## config.mk

```make
export PLATFORM = sky130hd
export DESIGN_NAME = tmds_decoder
export DESIGN_NICKNAME = d
export VERILOG_FILES = /design/src/rtl/tmds_pkg.sv /design/src/rtl/tmds_word_aligner.sv /design/src/rtl/tmds_decoder.sv
export SDC_FILE = /design/constraint.sdc
export NUM_CORES = 1
export LEC_CHECK = 0
export ABC_AREA = 1
export CORE_MARGIN = 2
export CORE_UTILIZATION = 64
export CTS_CLUSTER_SIZE = 40
export DETAILED_ROUTE_END_ITERATION = 10
export MAX_ROUTING_LAYER = met4
export PLACE_DENSITY = 0.89
export SYNTH_ARGS = -nofsm -noshare
export SYNTH_HDL_FRONTEND = slang
export SYNTH_SLANG_ARGS = --single-unit
```

## constraint.sdc

```tcl
create_clock -name TMDS_local_clk -period 7.6 [get_ports TMDS_local_clk]
set_input_delay 1.52 -clock TMDS_local_clk [delete_from_list [all_inputs] [get_ports TMDS_local_clk]]
set_output_delay 1.52 -clock TMDS_local_clk [all_outputs]
set_load 0.02 [all_outputs]
```

## src/rtl/tmds_pkg.sv

```systemverilog
// TMDS shared definitions: control tokens, token lookup, aligner states.
// Used by both the encoder and the decoder.
package tmds_pkg;

  localparam logic [9:0] CTRL_TOK_00 = 10'b1101010100;
  localparam logic [9:0] CTRL_TOK_01 = 10'b0010101011;
  localparam logic [9:0] CTRL_TOK_10 = 10'b0101010100;
  localparam logic [9:0] CTRL_TOK_11 = 10'b1010101011;

  typedef enum logic {
    SEARCH,
    LOCKED
  } align_state_e;

  typedef struct packed {
    logic       valid;
    logic [1:0] cd;
  } ctrl_tok_t;

  function automatic ctrl_tok_t CTRL_TOKEN(input logic [9:0] w);
    ctrl_tok_t r;
    r.valid = 1'b1;
    r.cd    = 2'b00;
    unique case (w)
      CTRL_TOK_00: r.cd = 2'b00;
      CTRL_TOK_01: r.cd = 2'b01;
      CTRL_TOK_10: r.cd = 2'b10;
      CTRL_TOK_11: r.cd = 2'b11;
      default:     r.valid = 1'b0;
    endcase
    return r;
  endfunction

endpackage

```

## src/rtl/tmds_word_aligner.sv

```systemverilog
// TMDS word aligner: hunts for control-token runs across the ten bit
// offsets of a two-word window and freezes the offset once locked.
module tmds_word_aligner
  import tmds_pkg::*;
#(
  parameter int LOCK_CNT     = 8,
  parameter int DWELL        = 2048,
  parameter int LOSS_TIMEOUT = 2097152
) (
  input  logic       clk_i,
  input  logic       rst_i,
  input  logic [9:0] tmds_i,
  output logic [9:0] word_o,
  output logic       locked_o,
  output logic       lock_nxt_o,
  output logic       drop_o,
  output logic [3:0] offset_o
);

  localparam int HW = $clog2(LOCK_CNT) + 1;
  localparam int DW = $clog2(DWELL) + 1;
  localparam int LW = $clog2(LOSS_TIMEOUT) + 1;

  localparam logic [HW-1:0] HIT_MAX   = HW'(LOCK_CNT);
  localparam logic [DW-1:0] DWELL_MAX = DW'(DWELL);
  localparam logic [LW-1:0] LOSS_MAX  = LW'(LOSS_TIMEOUT);

  align_state_e  state_q, state_d;
  logic [9:0]    prev_q;
  logic [3:0]    off_q, off_d;
  logic [HW-1:0] hit_q, hit_d, hit_inc;
  logic [DW-1:0] dwell_q, dwell_d, dwell_inc;
  logic [LW-1:0] loss_q, loss_d, loss_inc;
  logic [19:0]   window;
  ctrl_tok_t     tok;
  logic          run_done;

  assign window   = {tmds_i, prev_q};
  assign word_o   = window[off_q +: 10];
  assign tok      = CTRL_TOKEN(word_o);

  // Saturating increments; counters never wrap.
  assign hit_inc   = (hit_q == '1) ? hit_q : hit_q + 1'b1;
  assign dwell_inc = (dwell_q == '1) ? dwell_q : dwell_q + 1'b1;
  assign loss_inc  = (loss_q == '1) ? loss_q : loss_q + 1'b1;
  assign run_done  = tok.valid && (hit_inc >= HIT_MAX);

  assign locked_o   = (state_q == LOCKED);
  assign lock_nxt_o = (state_d == LOCKED);
  assign drop_o     = (state_q == LOCKED) && (state_d == SEARCH);
  assign offset_o   = off_q;

  // Lock hunt / loss-of-lock next-state logic.
  always_comb begin
    state_d = state_q;
    off_d   = off_q;
    hit_d   = hit_q;
    dwell_d = dwell_q;
    loss_d  = loss_q;
    unique case (state_q)
      SEARCH: begin
        if (tok.valid) begin
          hit_d = hit_inc;
        end else begin
          hit_d   = '0;
          dwell_d = dwell_inc;
        end
        if (run_done) begin
          state_d = LOCKED;
          hit_d   = '0;
          loss_d  = '0;
          dwell_d = '0;
        end else if (!tok.valid && dwell_inc >= DWELL_MAX) begin
          off_d   = (off_q == 4'd9) ? 4'd0 : off_q + 4'd1;
          dwell_d = '0;
          hit_d   = '0;
        end
      end
      LOCKED: begin
        hit_d  = tok.valid ? hit_inc : '0;
        loss_d = loss_inc;
        if (run_done) begin
          loss_d = '0;
        end else if (loss_inc >= LOSS_MAX) begin
          state_d = SEARCH;
          dwell_d = '0;
          hit_d   = '0;
          loss_d  = '0;
        end
      end
      default: state_d = SEARCH;
    endcase
  end

  // Aligner state, previous word and counters.
  always_ff @(posedge clk_i) begin
    if (rst_i) begin
      state_q <= SEARCH;
      prev_q  <= '0;
      off_q   <= '0;
      hit_q   <= '0;
      dwell_q <= '0;
      loss_q  <= '0;
    end else begin
      state_q <= state_d;
      prev_q  <= tmds_i;
      off_q   <= off_d;
      hit_q   <= hit_d;
      dwell_q <= dwell_d;
      loss_q  <= loss_d;
    end
  end

endmodule

```

## src/rtl/tmds_decoder.sv

```systemverilog
// TMDS channel decoder: word alignment, token match and 10b->8b decode.
// Define TMDS_DEC_RELOCK_CNT_EN to count LOCKED->SEARCH transitions.
module tmds_decoder
  import tmds_pkg::*;
#(
  parameter int LOCK_CNT     = 8,
  parameter int DWELL        = 2048,
  parameter int LOSS_TIMEOUT = 2097152
) (
  input  logic       TMDS_local_clk,
  input  logic       TMDS_local_rst,
  input  logic [9:0] TMDS_in,
  output logic [7:0] VD,
  output logic [1:0] CD,
  output logic       VDE,
  output logic       locked,
  output logic [3:0] bit_offset,
  output logic [7:0] relock_cnt
);

  logic [9:0] a;
  logic       al_locked;
  logic       lock_nxt;
  logic       drop;
  ctrl_tok_t  tok;
  logic [7:0] q;
  logic [7:0] dec;
  logic [7:0] vd_q, vd_d;
  logic [1:0] cd_q, cd_d;
  logic       vde_q, vde_d;

  tmds_word_aligner #(
    .LOCK_CNT     (LOCK_CNT),
    .DWELL        (DWELL),
    .LOSS_TIMEOUT (LOSS_TIMEOUT)
  ) u_aligner (
    .clk_i      (TMDS_local_clk),
    .rst_i      (TMDS_local_rst),
    .tmds_i     (TMDS_in),
    .word_o     (a),
    .locked_o   (al_locked),
    .lock_nxt_o (lock_nxt),
    .drop_o     (drop),
    .offset_o   (bit_offset)
  );

  assign tok = CTRL_TOKEN(a);
  assign q   = a[9] ? ~a[7:0] : a[7:0];

  // Undo the transition-minimising XOR/XNOR chain.
  always_comb begin
    dec    = '0;
    dec[0] = q[0];
    for (int i = 1; i < 8; i++) begin
      dec[i] = a[8] ? (q[i] ^ q[i-1]) : ~(q[i] ^ q[i-1]);
    end
  end

  // Output select; gated by the upcoming lock state so outputs track locked.
  always_comb begin
    vd_d  = vd_q;
    cd_d  = cd_q;
    vde_d = vde_q;
    if (!lock_nxt) begin
      vd_d  = '0;
      cd_d  = '0;
      vde_d = 1'b0;
    end else if (tok.valid) begin
      vde_d = 1'b0;
      cd_d  = tok.cd;
    end else begin
      vde_d = 1'b1;
      vd_d  = dec;
    end
  end

  // Output registers.
  always_ff @(posedge TMDS_local_clk) begin
    if (TMDS_local_rst) begin
      vd_q  <= '0;
      cd_q  <= '0;
      vde_q <= 1'b0;
    end else begin
      vd_q  <= vd_d;
      cd_q  <= cd_d;
      vde_q <= vde_d;
    end
  end

  assign VD     = vd_q;
  assign CD     = cd_q;
  assign VDE    = vde_q;
  assign locked = al_locked;

`ifdef TMDS_DEC_RELOCK_CNT_EN
  logic [7:0] relock_q;

  // Saturating count of lock losses; cleared only by reset.
  always_ff @(posedge TMDS_local_clk) begin
    if (TMDS_local_rst) begin
      relock_q <= '0;
    end else if (drop && relock_q != 8'hFF) begin
      relock_q <= relock_q + 8'd1;
    end
  end

  assign relock_cnt = relock_q;
`else
  logic unused_drop;
  assign unused_drop = drop;
  assign relock_cnt  = 8'd0;
`endif

endmodule
```

==> results of run 1 <==
## path summary, 6_finish.rpt
path	start	to	slack (ns)	cells past startpoint
setup / recovery	TMDS_in[1]	u_aligner.offset_o[3]	3.44	16
hold / removal	VD[0]	VD[0]	0.48	2
setup reg to reg	u_aligner.offset_o[1]	u_aligner.offset_o[3]	4.07	16
hold reg to reg	VD[0]	VD[0]	0.48	2
## stage by stage
stage | worst slack, ns | util
6_report | 3.442 | 0.7137
5_1_grt | 3.169 | 0.7137
4_1_cts | 3.501 | 0.7137
3_5_place_dp | 3.157 | 0.6863
3_3_place_gp | 3.305 | 0.6863
2_1_floorplan | 4.232 | -
## metal layers
layer / wire length, µm / up-vias
met5: 0 / -
met4: 238 / 0
met3: 732 / 25
met2: 4733 / 166
met1: 4520 / 1964
li1: - / 2213
## flip-flops by register name, indices dropped and copies added, names as in the netlist
| register | cells |
|---|---|
| u_aligner.locked_o | 1 |
| u_aligner.offset_o | 4 |
| CD | 2 |
| VD | 8 |
| u_aligner.hit_q | 4 |
| u_aligner.dwell_q | 12 |
| u_aligner.prev_q | 10 |
| u_aligner.loss_q | 22 |
| VDE | 1 |
## where the power goes
part           internal (W)  leakage, nW  switching [W]   total, W
sequential         0.000340        0.519     0.00000257   0.000342
combinational     0.0000237         1.59      0.0000398  0.0000635
clock              0.000145       0.0927       0.000136   0.000281
## logic make-up (layout without fill, tap and decap cells)
logic type	count (synthesis)	after routing
multiplexers	1	1
XOR/XNOR	26	26
other	1	8
buffers and inverters	110	122
flip-flops	64	64
AO/OA/AOI/OAI	76	76
adder cells (fa/ha/maj)	11	11
AND/OR/NAND/NOR	401	401
## worst max-delay path, delay by kind of cell
family,cells,cell delay [ns]
simple gates,6,1.13
fa+ha+maj,1,0.18
compound gates,5,0.87
buf+inv,4,0.66
## layout make-up
| cell class | instances | area share |
|---|---|---|
| multi-input cells | 523 | 0.5550 |
| flip-flops and latches | 64 | 0.2657 |
| inverters | 77 | 0.06098 |
| repair buffers | 29 | 0.05916 |
| clock buffers | 14 | 0.03581 |
| well taps | 80 | 0.02076 |
| clock inverters | 2 | 0.002595 |
## cells in the final DEF, fill, tap and decap left out, drive strengths merged
cell,count
nor2,71
clkinv,6
dfxtp,64
nand4,9
mux2i,1
o21ai,32
or2,5
ha,11
nand3,93
xor2,16
nand2,209
clkdlybuf4s50,27
clkbuf,14
buf,2
o211a,1
nor4,3
o31ai,1
nor3b,1
clkinvlp,1
xnor2,10
and2,1
a31oi,1
nor3,8
and3,1
a21boi,1
o211ai,1
a211oi,1
inv,72
a21oi,38
conb,8
==> results.py, run 1 <==
metrics = {
    "worst_hold_path": {
        "hold_class": "reg -> reg",
    },
    "clocking": {
        "cts_buffers": 9,
        "cts.sinks": 64,
        "htreeDepth": 3,
        "root_buffer": "clkbuf_8",
        "cts_resized": 0,
        "postCtsSetupBuffers": 0,
        "clk_latency_ns": 0.34,
        "clock_path_buffers": 2,
        "clk_pin_slew_ns": 0.07,
        "cts_hold_repair.buffers": 0,
        "tritoncts": "yes",
    },
    "finish": {
        "nets": 727,
        "final_area_um2": 4822,
        "multi_input_area_um2": 2676,
        "finalNonFillerCells": 789,
        "n_antenna_cell": 0,
        "area_delta_synth_final_pct": 8.931,
        "fillCellCount": 580,
        "drive_gt1_frac": 0.07475,
        "seqCellArea_um2": 1281,
    },
    "grt": {
        "grt_max_degree": 36,
        "grt_use_met2": 0.4608,
        "grtUsageTotal": 0.2890,
        "overflow": 0,
        "antenna_found_initial": 0,
        "gr-max-usage-layer": "met2",
        "grtUsageMet3": 0.06351,
        "first_global_vias": 4001,
        "grt_pass1_wl_um": 17350,
        "met1_usage": 0.3594,
    },
    "synth": {
        "syn_avg_cell_area_um2": 6.416,
        "synth_common_cells": "nand2_1, nand3_1, inv_1, nor2_1, dfxtp_1",
        "synth-compound-area-share": 0.09186,
        "ys_seq_elements": 64,
        "yosysTopAreaCellShare": 0.2894,
        "synth.area.mux_share": 0.002261,
        "synthCells": 690,
        "yosys.area.top_type": "dfxtp_1",
        "seq_area_frac_synth": 0.2894,
        "synth_fa_ha_area_frac": 0.03109,
        "synth.distinct_cells": 41,
        "synth_area_um2": 4427,
        "synth_edf_count": 0,
        "synth_area_leaders": "dfxtp_1, nand2_1, nand3_1",
        "yosys.cell_count.top_type": "nand2_1",
        "yosys_warnings": 0,
        "synth_top_family_by_area": "simple AND/OR/NAND/NOR gates",
        "synthSimpleGateAreaFrac": 0.4211,
        "ys.flop_type": "dfxtp_1",
        "synth-xor-area-share": 0.05144,
        "async_reset_ff_frac": 0,
    },
    "critical_path": {
        "path_class": "in -> reg",
        "critical_path.max_stage_delay_ns": 0.45,
        "cp-end-kind": "register",
        "worstPathRequired_ns": 7.81,
        "crit_chain": "clkdlybuf4s50_1 > o21ai_0 > o21ai_0 > nor2_1 > inv_1 > a31oi_1 > inv_1 > ha_1 > nand4_1 > inv_1 > nand3_4 > nand3_1 > nor2_2 > o21ai_0 > nand2_1 > a21oi_1",
        "cp.arrival_ns": 4.37,
        "cp_max_fo": 12,
        "crit_path_start_kind": "input pin",
        "cp_slowest_cell": "clkdlybuf4s50_1",
    },
    "routing": {
        "routed_wl_um": 10220,
        "wl_per_cell_um": 12.96,
        "vias": 4368,
        "drcViolationCount": 0,
        "avgViaCountPerCell": 5.536,
        "drt_iter0_drc": 379,
        "drtAntennaViolNets": 0,
        "drt-pass1-iter-count": 6,
    },
    "place": {
        "port_buffers": 27,
        "place_area_um2": 4637,
        "gp_congestion": 1.049,
        "dpl.hpwl_um": 7307,
        "dpl.cell_count": 773,
    },
    "floorplan": {
        "die_h_um": 87.17,
        "fp.dieW_um": 87.17,
        "dieArea_um2": 7598,
        "core-area_um2": 6756,
        "rows": 30,
        "num_io_pins": 36,
        "start_util": 0.6552,
    },
    "power": {
        "p_leak_nw": 2.197,
        "total_power_w": 0.0006864,
        "peakVddDrop_mv": 0.1073,
        "power_density_nw_per_um2": 142.4,
    },
    "run": {
        "cap_violations": 0,
    },
    "timing": {
        "timing.slew.headroom": 0.4464,
        "finalCritPeriodShare": 0.5472,
        "finalSetupViolCount": 0,
        "finClkSkew_ns": 0.004959,
        "max_freq_ghz": 0.2405,
        "tightest_slew_ns": 0.8292,
        "finalSetupTns_ns": 0,
        "finalCriticalPeriod_ns": 4.158,
        "hold_violations": 0,
        "slew_viol_final": 0,
        "timing.hold.ws_ns": 0.4752,
        "rsz0062_at_grt": "no",
    },
    "outcome": {
        "status": "finished clean",
    },
}
(Power assumes the default switching activity.)
==> inputs of run 2 (changes only) <==
--- a/config.mk
+++ b/config.mk
@@ -7,11 +7,11 @@
 export LEC_CHECK = 0
 export ABC_AREA = 1
 export CORE_MARGIN = 2
-export CORE_UTILIZATION = 64
+export CORE_UTILIZATION = 53
 export CTS_CLUSTER_SIZE = 40
 export DETAILED_ROUTE_END_ITERATION = 10
 export MAX_ROUTING_LAYER = met4
-export PLACE_DENSITY = 0.89
+export PLACE_DENSITY = 0.79
 export SYNTH_ARGS = -nofsm -noshare
 export SYNTH_HDL_FRONTEND = slang
 export SYNTH_SLANG_ARGS = --single-unit
==> constraint.sdc (replaced) <==
create_clock -name TMDS_local_clk -period 3.71 [get_ports TMDS_local_clk]
set_input_delay 0.742 -clock TMDS_local_clk [delete_from_list [all_inputs] [get_ports TMDS_local_clk]]
set_output_delay 0.742 -clock TMDS_local_clk [all_outputs]
set_load 0.02 [all_outputs]
==> results.py, run 2 (same netlist as run 1, synthesis figures left out) <==
metrics = {
    "outcome": {
        "status": "finished clean",
    },
    "timing": {
        "tightest_slew_ns": 0.5689,
        "finClkSkew_ns": 0.007667,
        "finalSetupTns_ns": 0,
        "hold_violations": 0,
        "finalCritPeriodShare": 0.8981,
        "max_freq_ghz": 0.3001,
        "rsz0062_at_grt": "no",
        "slew_viol_final": 0,
        "fin_ws_ns": 0.3781,
        "finalCriticalPeriod_ns": 3.332,
        "timing.slew.headroom": 0.6182,
        "finalSetupViolCount": 0,
    },
    "critical_path": {
        "path_class": "reg -> reg",
        "crit_chain": "buf_4 > o21ai_0 > or2_2 > nand3_1 > nand2_1 > o21ai_1 > ha_1 > nand4_1 > inv_1 > nand2_8 > nand2_8 > nand2_8 > nand2_8 > inv_6 > o21ai_1 > nor2_1",
        "crit_path_start_kind": "register",
        "timing.critical_path.mode_cell": "nand2_8",
        "critical_path.max_stage_delay_ns": 0.62,
        "cp_top_family": "simple AND/OR/NAND/NOR gates",
        "worstSetupEndpoint": "u_aligner.hit_q[2]",
        "r2r_cells": 16,
        "worstPathRequired_ns": 3.94,
        "cp_slowest_cell": "dfxtp_1",
        "cp.arrival_ns": 3.56,
        "r2r-start": "u_aligner.offset_o[0]",
        "r2r_end": "u_aligner.hit_q[2]",
        "path_depth": 16,
        "cp-end-kind": "register",
        "r2r_slack_ns": 0.38,
        "critical_path_buf_inv_count": 3,
        "crit_start": "u_aligner.offset_o[0]",
        "cp_max_fo": 26,
    },
    "finish": {
        "layout_common_cells": "nand2_1, nand3_1, inv_1, nor2_1, dfxtp_1",
        "final_area_um2": 4908,
        "fillCellCount": 755,
        "n_antenna_cell": 0,
        "nets": 730,
        "top_regs": "u_aligner.loss_q x22, u_aligner.dwell_q x12, u_aligner.prev_q x10",
        "largest-register": "u_aligner.loss_q",
        "seqCellArea_um2": 1281,
        "multi_input_area_um2": 2676,
        "final_common_cell": "nand2_1",
        "largest_register_ffs": 22,
        "utilization": 0.6004,
        "area_delta_synth_final_pct": 10.88,
        "drive_gt1_frac": 0.08006,
    },
    "clocking": {
        "postCtsSetupBuffers": 0,
        "root_buffer": "clkbuf_8",
        "clk_pin_slew_ns": 0.07,
        "cts_resized": 0,
        "htreeDepth": 3,
        "clk_latency_ns": 0.35,
        "cts.sinks": 64,
        "tritoncts": "yes",
        "cts_hold_repair.buffers": 0,
        "clock_path_buffers": 2,
        "cts_buffers": 9,
    },
    "routing": {
        "wl_per_cell_um": 12.66,
        "drtAntennaViolNets": 0,
        "drt_iter0_drc": 298,
        "drt-pass1-iter-count": 5,
        "avgViaCountPerCell": 5.318,
        "drcViolationCount": 0,
        "vias": 4345,
        "routed_wl_um": 10350,
    },
    "power": {
        "p_seq_frac": 0.474,
        "peakVddDrop_mv": 0.2006,
        "power_density_nw_per_um2": 301.6,
        "combPwrFrac": 0.088,
        "p_leak_nw": 2.231,
        "swShare": 0.2376,
        "p_int_w": 0.001128,
        "power_frac_clock": 0.439,
        "p_switching_w": 0.0003517,
    },
    "run": {
        "cap_violations": 0,
    },
    "grt": {
        "grtUsageTotal": 0.2488,
        "antenna_found_initial": 0,
        "grt_pass1_wl_um": 17610,
        "overflow": 0,
        "grt_max_degree": 34,
        "first_global_vias": 3848,
    },
    "floorplan": {
        "rows": 33,
        "num_io_pins": 36,
        "core-area_um2": 8175,
        "die_h_um": 95.39,
        "dieArea_um2": 9099,
        "fp.dieW_um": 95.39,
        "start_util": 0.5415,
    },
    "place": {
        "dpl.hpwl_um": 7353,
        "place_area_um2": 4691,
        "port_buffers": 27,
        "gp_congestion": 0.8987,
        "place_ws_ns": 0.1079,
    },
    "worst_hold_path": {
        "hold_class": "reg -> reg",
    },
}
-- run 2: cell count changes in the layout (fill, tap and decap cells not counted), sizes merged --
cell,previous run,this run
buf,2,5
clkinvlp,1,0
bufinv,0,1
-- run 2: worst min-delay path: cells and delay by family, from the launching register on --
family           cells  cell delay (ns)
flip-flops           1             0.32
AND/OR/NAND/NOR      1             0.06
AO/OA/AOI/OAI        1             0.05
-- run 2: worst min path at each step --
stage | start | endpoint | cells after the start
after CTS | VD[0] | VD[0] | 2
after detailed placement | VD[0] | VD[0] | 2
after floorplan | u_aligner.dwell_q[11] | u_aligner.dwell_q[11] | 2
after global routing | VD[0] | VD[0] | 2
after global placement | u_aligner.loss_q[17] | u_aligner.loss_q[17] | 2
final | VD[0] | VD[0] | 2
-- run 2: cell type report --
type	instances	share of cell area
Multi-Input combinational cell	523	0.5452
Sequential cell	64	0.2610
Timing Repair Buffer	32	0.06271
Inverter	77	0.05990
Clock buffer	14	0.03722
Tap cell	105	0.02677
Clock inverter	2	0.007137
-- run 2: routing by layer --
| metal | routed length (µm) | GRT usage | vias to the layer above | share of wire |
|---|---|---|---|---|
| met5 | 0 | - | - | 0 |
| met4 | 116 | 0.08929 | 0 | 0.011 |
| met3 | 555 | 0.03953 | 10 | 0.054 |
| met2 | 4841 | 0.3961 | 137 | 0.47 |
| met1 | 4833 | 0.3207 | 1971 | 0.47 |
| li1 | - | - | 2227 | - |
-- run 2: power groups by stage --
stage / combinational (W) / sequential (W) / clock, W
final: 0.000130 / 0.000701 / 0.000649
after global routing: 0.000148 / 0.000701 / 0.000691
after CTS: 0.000130 / 0.000701 / 0.000660
after detailed placement: 0.000128 / 0.000717 / 0
after global placement: 0.000126 / 0.000716 / 0
after floorplan: 0.000100 / 0.000715 / 0
-- run 2: per-stage QoR --
| stage | hold WS, ns | power [W] | std cells |
|---|---|---|---|
| after floorplan | 0.4456 | 0.0008150 | 697 |
| after global placement | 0.4639 | 0.0008422 | 801 |
| after detailed placement | 0.4616 | 0.0008450 | 801 |
| after CTS | 0.4750 | 0.001490 | 817 |
| after global routing | 0.4974 | 0.001540 | 817 |
| final | 0.4767 | 0.001480 | 817 |
